===== src/rtl/i2c_pkg.sv =====
// Shared command codes and FSM state encodings for the I2C bit-level master.
package i2c_pkg;

  localparam logic [1:0] CMD_START = 2'b00;
  localparam logic [1:0] CMD_STOP  = 2'b01;
  localparam logic [1:0] CMD_WRITE = 2'b10;
  localparam logic [1:0] CMD_READ  = 2'b11;

  localparam logic [1:0] ST_IDLE  = 2'd0;
  localparam logic [1:0] ST_START = 2'd1;
  localparam logic [1:0] ST_STOP  = 2'd2;
  localparam logic [1:0] ST_XFER  = 2'd3;

endpackage


===== src/rtl/i2c_phase_timer.sv =====
// Bit-phase divider: 2^DW clk cycles per phase, 4 phases per bit.
module i2c_phase_timer #(
  parameter int unsigned DW = 4
) (
  input  logic       clk,
  input  logic       rst,
  input  logic       clr,
  output logic       phase_tick,
  output logic [1:0] phase
);

  logic [DW-1:0] cnt;

  // phase_tick marks the last cycle of the current phase
  assign phase_tick = (cnt == '1);

  // Divider and phase index, restarted from zero on clear
  always_ff @(posedge clk) begin
    if (rst || clr) begin
      cnt   <= '0;
      phase <= '0;
    end else begin
      cnt <= cnt + DW'(1);
      if (phase_tick) phase <= phase + 2'd1;
    end
  end

endmodule


===== src/rtl/i2c_cmd_phy.sv =====
// Bit-level I2C master executing one START/STOP/WRITE/READ command at a time.
module i2c_cmd_phy #(
  parameter int unsigned DW = 4
) (
  input  logic       clk,
  input  logic       rst,
  output logic       scl_oe,
  output logic       sda_oe,
  input  logic       sda_i,
  input  logic [7:0] data_in,
  input  logic       ack_in,
  input  logic [1:0] cmd,
  input  logic       stb,
  output logic [7:0] data_out,
  output logic       ack_out,
  output logic       ready
);

  import i2c_pkg::*;

  logic [1:0] state;
  logic [1:0] cmd_q;
  logic [7:0] tx_q;
  logic       ack_q;
  logic [3:0] bit_idx;
  logic [7:0] rx_sh;
  logic       ack_smp;
  logic       phase_tick;
  logic [1:0] phase;
  logic       accept;

  // Target of the upcoming phase (the one whose first cycle follows this edge)
  logic       load;
  logic       done;
  logic [1:0] t_state;
  logic [1:0] t_cmd;
  logic [7:0] t_tx;
  logic       t_ack;
  logic [1:0] t_phase;
  logic [3:0] t_bit;
  logic [2:0] t_sel;
  logic       t_bitv;
  logic       nxt_scl;
  logic       nxt_sda;

  assign ready  = (state == ST_IDLE);
  assign accept = stb && ready;

  i2c_phase_timer #(.DW(DW)) u_timer (
    .clk        (clk),
    .rst        (rst),
    .clr        (accept),
    .phase_tick (phase_tick),
    .phase      (phase)
  );

  // Pins are registered, so the next phase is resolved one edge early:
  // on acceptance (entering Q0) or on the tick ending the current phase.
  always_comb begin
    load    = 1'b0;
    done    = 1'b0;
    t_state = state;
    t_cmd   = cmd_q;
    t_tx    = tx_q;
    t_ack   = ack_q;
    t_phase = phase;
    t_bit   = bit_idx;
    if (accept) begin
      load    = 1'b1;
      t_cmd   = cmd;
      t_tx    = data_in;
      t_ack   = ack_in;
      t_phase = 2'd0;
      t_bit   = 4'd8;
      case (cmd)
        CMD_START: t_state = ST_START;
        CMD_STOP:  t_state = ST_STOP;
        default:   t_state = ST_XFER;
      endcase
    end else if (state != ST_IDLE && phase_tick) begin
      if (phase != 2'd3) begin
        load    = 1'b1;
        t_phase = phase + 2'd1;
      end else if (state == ST_XFER && bit_idx != 4'd0) begin
        load    = 1'b1;
        t_phase = 2'd0;
        t_bit   = bit_idx - 4'd1;
      end else begin
        done = 1'b1;
      end
    end
  end

  // Logical SDA value of the target bit (1 = released)
  always_comb begin
    t_sel = 3'(t_bit - 4'd1);
    if (t_bit == 4'd0) t_bitv = (t_cmd == CMD_READ) ? t_ack : 1'b1;
    else               t_bitv = (t_cmd == CMD_WRITE) ? t_tx[t_sel] : 1'b1;
  end

  // Pin levels for the first cycle of the target phase; otherwise hold
  always_comb begin
    nxt_scl = scl_oe;
    nxt_sda = sda_oe;
    if (load) begin
      case (t_state)
        ST_START: begin
          case (t_phase)
            2'd0:    nxt_sda = 1'b0;
            2'd1:    nxt_scl = 1'b0;
            2'd2:    nxt_sda = 1'b1;
            default: nxt_scl = 1'b1;
          endcase
        end
        ST_STOP: begin
          case (t_phase)
            2'd0: begin
              nxt_scl = 1'b1;
              nxt_sda = 1'b1;
            end
            2'd1:    nxt_scl = 1'b0;
            2'd2:    nxt_sda = 1'b0;
            default: ;
          endcase
        end
        ST_XFER: begin
          case (t_phase)
            2'd0: begin
              nxt_scl = 1'b1;
              nxt_sda = ~t_bitv;
            end
            2'd1, 2'd2: nxt_scl = 1'b0;
            default:    nxt_scl = 1'b1;
          endcase
        end
        default: ;
      endcase
    end
  end

  // FSM, command latches, sampling and result registers
  always_ff @(posedge clk) begin
    if (rst) begin
      state    <= ST_IDLE;
      scl_oe   <= 1'b0;
      sda_oe   <= 1'b0;
      cmd_q    <= '0;
      tx_q     <= '0;
      ack_q    <= 1'b0;
      bit_idx  <= '0;
      rx_sh    <= '0;
      ack_smp  <= 1'b0;
      data_out <= '0;
      ack_out  <= 1'b0;
    end else begin
      scl_oe <= nxt_scl;
      sda_oe <= nxt_sda;
      if (accept) begin
        state   <= t_state;
        cmd_q   <= cmd;
        tx_q    <= data_in;
        ack_q   <= ack_in;
        bit_idx <= 4'd8;
      end else if (load) begin
        bit_idx <= t_bit;
      end
      if (state == ST_XFER && phase_tick && phase == 2'd2) begin
        if (bit_idx == 4'd0) ack_smp <= sda_i;
        else                 rx_sh   <= {rx_sh[6:0], sda_i};
      end
      if (done) begin
        state <= ST_IDLE;
        if (cmd_q == CMD_WRITE) ack_out  <= ack_smp;
        if (cmd_q == CMD_READ)  data_out <= rx_sh;
      end
    end
  end

endmodule

===== config.mk =====
export PLATFORM = sky130hd
export DESIGN_NAME = i2c_cmd_phy
export DESIGN_NICKNAME = d
export VERILOG_FILES = /design/src/rtl/i2c_pkg.sv /design/src/rtl/i2c_phase_timer.sv /design/src/rtl/i2c_cmd_phy.sv
export SDC_FILE = /design/constraint.sdc
export NUM_CORES = 1
export LEC_CHECK = 0
export CAP_MARGIN = 25
export CORE_MARGIN = 4
export CORE_UTILIZATION = 45
export CTS_CLUSTER_SIZE = 10
export DETAILED_ROUTE_END_ITERATION = 8
export PLACE_DENSITY_LB_ADDON = 0.05
export SYNTH_ARGS = -nofsm -noshare
export SYNTH_HDL_FRONTEND = slang
export SYNTH_SLANG_ARGS = --single-unit

===== constraint.sdc =====
create_clock -name clk -period 5.5 [get_ports clk]
set_clock_uncertainty 0.2 [all_clocks]
set_input_delay 1.1 -clock clk [delete_from_list [all_inputs] [get_ports clk]]
set_output_delay 1.1 -clock clk [all_outputs]
set_load 0.005 [all_outputs]

# ---- After elaboration in Yosys (flattened, before gate mapping)
# Cells that the tools add are included.
dict set report word_totals {
  ff_bits 43
  latch_bits 0
  ram_bits 0
  romBits 0
  in_bits 15
  output_inout_bits 12
  word_cells 101
  n_memories 0
}
dict set report op_classes {
  n_addsub 4
  mul 0
  div 0
  n_lt_le_gt_ge 1
  n_eq_ne 19
  n_shift 0
  mux 36
  n_bitwise 2
  n_reduce_logical 25
}
# cell n
set op_table {}
lappend op_table {{two-way mux 4 bit} 6}
lappend op_table {{== test 2 bit, second input constant} 9}
lappend op_table {{two-way mux 1 bit} 15}
lappend op_table {{two-way mux 2 bit} 6}
lappend op_table {{inequality test 3 bit, second input constant} 3}
lappend op_table {{zero test 4 bit} 2}
lappend op_table {{two-way mux 8 bit} 1}
lappend op_table {{case mux 1 bit (2 select lines)} 4}
lappend op_table {{AND reduction 2 bit} 4}
lappend op_table {{OR reduction 2 bit} 4}
lappend op_table {{== test 2 x 1 -> 1 bit, second input constant} 3}
lappend op_table {{zero test 2 bit} 3}
lappend op_table {{case mux 1 bit (3 select lines)} 2}
lappend op_table {{logical AND 1 bit} 5}
lappend op_table {{AND reduction 5 bit} 1}
lappend op_table {{adder 4 x 1 -> 4 bit, second input constant} 1}
lappend op_table {{== test 4 bit, second input constant} 1}
lappend op_table {{less-than comparator 3 x 4 -> 1 bit, second input constant} 1}
lappend op_table {{inequality test 2 bit, second input constant} 2}
lappend op_table {{case mux 2 bit (2 select lines)} 1}
lappend op_table {{AND reduction 4 bit} 1}
lappend op_table {{nonzero test 2 bit} 2}
lappend op_table {{nonzero test 4 bit} 1}
lappend op_table {{subtractor 4 x 1 -> 4 bit, second input constant} 1}
lappend op_table {{7 further kinds} 8}

# ---- Logic depth before layout (Yosys ltp)
dict set report logic_depth {
  word_depth 14
  ltp_mapped 15
  mapped_depth_nobuf 15
}

# ---- Hierarchy
# From an unflattened synthesis, not the netlist that was laid out.
dict set report hier_totals {
  cells_unflattened 251
  hier_area_um2 2193.4
}
# mod instances cells_per_inst area_each_um2 seq_area_each_um2
set modules_own_cells {}
lappend modules_own_cells {i2c_cmd_phy 1 226 1926.8 740.7}
lappend modules_own_cells {i2c_phase_timer 1 25 266.5 120.1}

# ---- Least setup slack after synthesis
# Ideal clock, no wire load.
dict set report synth_timing {
  path_kind {input port to flip-flop}
  startpoint {input stb}
  endpoint {register sda_oe}
  setup_time_ns 0.120
  t_arrival_ns 3.070
  required_ns 5.180
  setup_slack_ns 2.110
  stages 10
  path_buffers 3
  cell_sequence {or3b_1 -> buf_6 -> clkbuf_1 -> a31oi_1 -> ha_1 -> buf_1 -> mux2i_1 -> mux2_4 -> mux2i_1 -> a211o_1}
}
dict set report synth_between {
  elab_chain_len 10
  elab_cells_between_ends 32
  classes_between {add/sub: 1; eq/ne: 9; mux: 16; bitwise: 1; reduce/logical: 5}
}
# item line
set synth_rtl {}
lappend synth_rtl {{start, declared} i2c_cmd_phy.sv:13} ;# input logic stb,
lappend synth_rtl {{logical AND 1 bit *} i2c_cmd_phy.sv:47} ;# assign accept = stb && ready;
lappend synth_rtl {{two-way mux 4 bit} i2c_cmd_phy.sv:68} ;# if (accept) begin
lappend synth_rtl {{subtractor 3 x 1 -> 3 bit} i2c_cmd_phy.sv:96} ;# t_sel = 3'(t_bit - 4'd1);
lappend synth_rtl {{binary-select mux 1 bit (select 3 bit)} i2c_cmd_phy.sv:98} ;# else t_bitv = (t_cmd == CMD_WRITE) ? t_tx[t_sel] : 1'b1;
lappend synth_rtl {{two-way mux 1 bit (implied by the code)} i2c_cmd_phy.sv:98}
lappend synth_rtl {{two-way mux 1 bit} i2c_cmd_phy.sv:98}
lappend synth_rtl {{two-way mux 1 bit} i2c_cmd_phy.sv:97} ;# if (t_bit == 4'd0) t_bitv = (t_cmd == CMD_READ) ? t_ack : 1'b1;
lappend synth_rtl {{inverter 1 bit} i2c_cmd_phy.sv:130} ;# nxt_sda = ~t_bitv;
lappend synth_rtl {{two-way mux 1 bit} i2c_cmd_phy.sv:127} ;# case (t_phase)
lappend synth_rtl {{case mux 1 bit (3 select lines)} i2c_cmd_phy.sv:106} ;# case (t_state)
lappend synth_rtl {{end signal, assigned} i2c_cmd_phy.sv:157} ;# sda_oe <= nxt_sda;
lappend synth_rtl {{end, declared} i2c_cmd_phy.sv:8} ;# output logic sda_oe,
# Mark *: on every way between the ends. The rest lies on a longest branch, timed or not. The select of a mux whose other input is x is not followed.
# A chain may end at the register's enable or synchronous reset.

# ---- Worst setup path after layout
# Ends and elaborated chain as after synthesis.

==> impl_metrics.env <==
export IMPL_status="finished clean"
export IMPL_overflow=0
export IMPL_die_area_um2=5660
export IMPL_p_clk_frac=0.383
export IMPL_hold_violations=0
export IMPL_synth_warnings=0
export IMPL_via_per_inst=5.29
export IMPL_async_flop_share=0
export IMPL_irDropWorstVdd_mv=0.171
export IMPL_fin_ws_ps=1740
export IMPL_drt_antenna_violating_nets=0
export IMPL_setup_viol=0
export IMPL_yosys_area_top_type="dfxtp_1"
export IMPL_intPower_mw=0.489
export IMPL_yosys_area_share_simple=0.222
export IMPL_layout_common_cells="nor2_1, dfxtp_1, mux2i_1"
export IMPL_clockBufferDepth=2
export IMPL_grt_pass1_wl_um=6500
export IMPL_cts_setup_buffers=0
export IMPL_final_common_cell="nor2_1"
export IMPL_syn_mean_instance_area_um2=8.74
export IMPL_critPathLaunch="stb"
export IMPL_arrival_ps=3760
export IMPL_synth_xor_area_frac=0.0172
export IMPL_cts_root_buffer="clkbuf_8"
export IMPL_antenna_found_initial=0
export IMPL_synth_cell_type_count=39
export IMPL_ys_seq_area_frac=0.423
export IMPL_ioPinCount=27
export IMPL_finalSetupTns_ps=0
export IMPL_criticalPathCategory="input port to flop"
export IMPL_fin_hold_ws_ps=252
export IMPL_period_minus_slack_ps=3760
export IMPL_worst_r2r_setup_slack_ps=2220
export IMPL_grt_setup_unrepaired="false"
export IMPL_crit_required_ps=5490
export IMPL_post_dp_hpwl_um=2860
export IMPL_hold_buffers=0
export IMPL_drt_iter0_markers=89
export IMPL_synth_edf_count=0
export IMPL_slew_headroom=0.568
export IMPL_final_cell_area_um2=2440
export IMPL_synth_mux_area_frac=0.155
export IMPL_clkTransAtPathRegs_ps=90
export IMPL_synth_flop_cell="dfxtp_1"
export IMPL_fin_crit_sh=0.684
export IMPL_start_util=0.468
export IMPL_htreeDepth=2
export IMPL_routed_wl_um=4020
export IMPL_crit_path_end_kind="flop"
export IMPL_cts_resized=0
export IMPL_synth_top_family_by_area="simple AND/OR/NAND/NOR gates"
export IMPL_cts_buffers=5
export IMPL_postPlaceCellArea_um2=2330
export IMPL_numClockSinks=43
export IMPL_synth_adder_area_share=0.0553
export IMPL_numPortBuffers=26
export IMPL_p_leak_nw=1.00
export IMPL_placedCellCount=303
export IMPL_finalPower_mw=0.646
export IMPL_synth_seq_cells=43
export IMPL_synth_compound_area_frac=0.0947
export IMPL_final_cell_count_no_fill=311
export IMPL_fp_dieW_um=75.3
export IMPL_final_max_slew_viol_count=0
export IMPL_grtUsageTotal=0.148
export IMPL_maxCapViolations=0
export IMPL_power_frac_comb=0.107
export IMPL_pre_cts_slack_ps=1410
export IMPL_syn_nets=257
export IMPL_cellPowerDensity_nw_per_um2=265
export IMPL_die_y_um=75.3
export IMPL_crit_fanout=17
export IMPL_first_global_vias=1414
export IMPL_layout_drive_gt1_share=0.0541
export IMPL_reg2reg_from="bit_idx[0]"
export IMPL_final_core_util=0.560
export IMPL_synth_top_area_frac=0.423
export IMPL_drt_wirelength_per_cell_um=12.9
export IMPL_synth_area_leaders="dfxtp_1, mux2i_1, nor2_1"
export IMPL_hp_start="u_timer.cnt[0]"
export IMPL_p_seq_frac=0.510
export IMPL_grt_start_max_net_pins=37
export IMPL_fmax_mhz=266
export IMPL_core_um2=4350
export IMPL_remaining_drc_errors=0
export IMPL_vias=1644
export IMPL_switching_share=0.243
export IMPL_synthCells=233
export IMPL_gp_routability_congestion=0.721
export IMPL_synthesis_area_um2=2040
export IMPL_cts_tree="yes"
export IMPL_tightest_slew_ps=649
export IMPL_clk_latency_ps=300
export IMPL_num_rows=24
export IMPL_n_antenna_cell=0
export IMPL_worstHoldPathType="flop to flop"
export IMPL_cp_start_kind="input port"
export IMPL_p_sw_mw=0.157
export IMPL_dr_pass1_iters=4
export IMPL_area_growth_pct=19.9
export IMPL_layout_nets=282
[worst paths after layout]
kind                                  endpoint  depth (start not counted)
worst min register to register  u_timer.cnt[0]                          1
worst max register to register          sda_oe                         14
worst max-delay path                    sda_oe                          8
worst min-delay path            u_timer.cnt[0]                          1
[synth_stat cells (all sizes together), types with 2 or more instances]
library cell and instances:
nor2 47, dfxtp 43, mux2i 30, nand2 23
a21oi 13, ha 9, clkbuf 7, inv 7
o21ai 6, nand3 5, nand2b 4, nor4 4
nor3b 3, xnor2 3, a211oi 2, a31oi 2
buf 2, nor3 2, or2 2, or3 2
[per-layer routing]
layer / track usage / up-vias / wire length (um)
met2: 0.230 / 31 / 1750
met4: 0.0350 / 0 / 26
li1: - / 858 / -
met3: 0.0401 / 4 / 204
met1: 0.205 / 751 / 2040
met5: 0 / - / 0
[power by group through the flow]
stage	registers (mW)	clock network (mW)	logic, mW
2_1_floorplan	0.334	0	0.0472
3_3_place_gp	0.337	0	0.0689
3_5_place_dp	0.337	0	0.0697
4_1_cts	0.329	0.255	0.0700
5_1_grt	0.331	0.269	0.0776
6_report	0.329	0.248	0.0695
[layout make-up]
cell class	count	area, um^2
Fill cell	423	1910
Multi-Input combinational cell	174	1110
Sequential cell	43	861
Timing Repair Buffer	27	268
Clock buffer	5	68.8
Tap cell	52	65.1
Clock inverter	3	43.8
Inverter	7	26.3
[registers in the layout, indices dropped and copies added, names as in the netlist]
signal,flops
ack_out,1
scl_oe,1
tx_q,8
cmd_q,2
ack_q,1
ack_smp,1
rx_sh,8
data_out,8
u_timer.phase,2
state,2
sda_oe,1
bit_idx,4
u_timer.cnt,4
[cells by family (layout without fill, tap and decap cells)]
| logic type | after synthesis | in the layout |
|---|---|---|
| mux | 31 | 31 |
| fa+ha+maj | 9 | 9 |
| buf+inv | 16 | 42 |
| simple gates | 99 | 99 |
| compound gates | 31 | 31 |
| xor+xnor | 4 | 4 |
| flops | 43 | 43 |
[worst max-delay path: stages]
cell and delay, ps:
clkdlybuf4s50_1 520, or3b_1 650, a31oi_1 390, ha_1 360
mux2i_1 220, mux2_4 170, mux2i_1 70, a211o_1 260
Note: power is estimated with default switching activity, not from simulation.
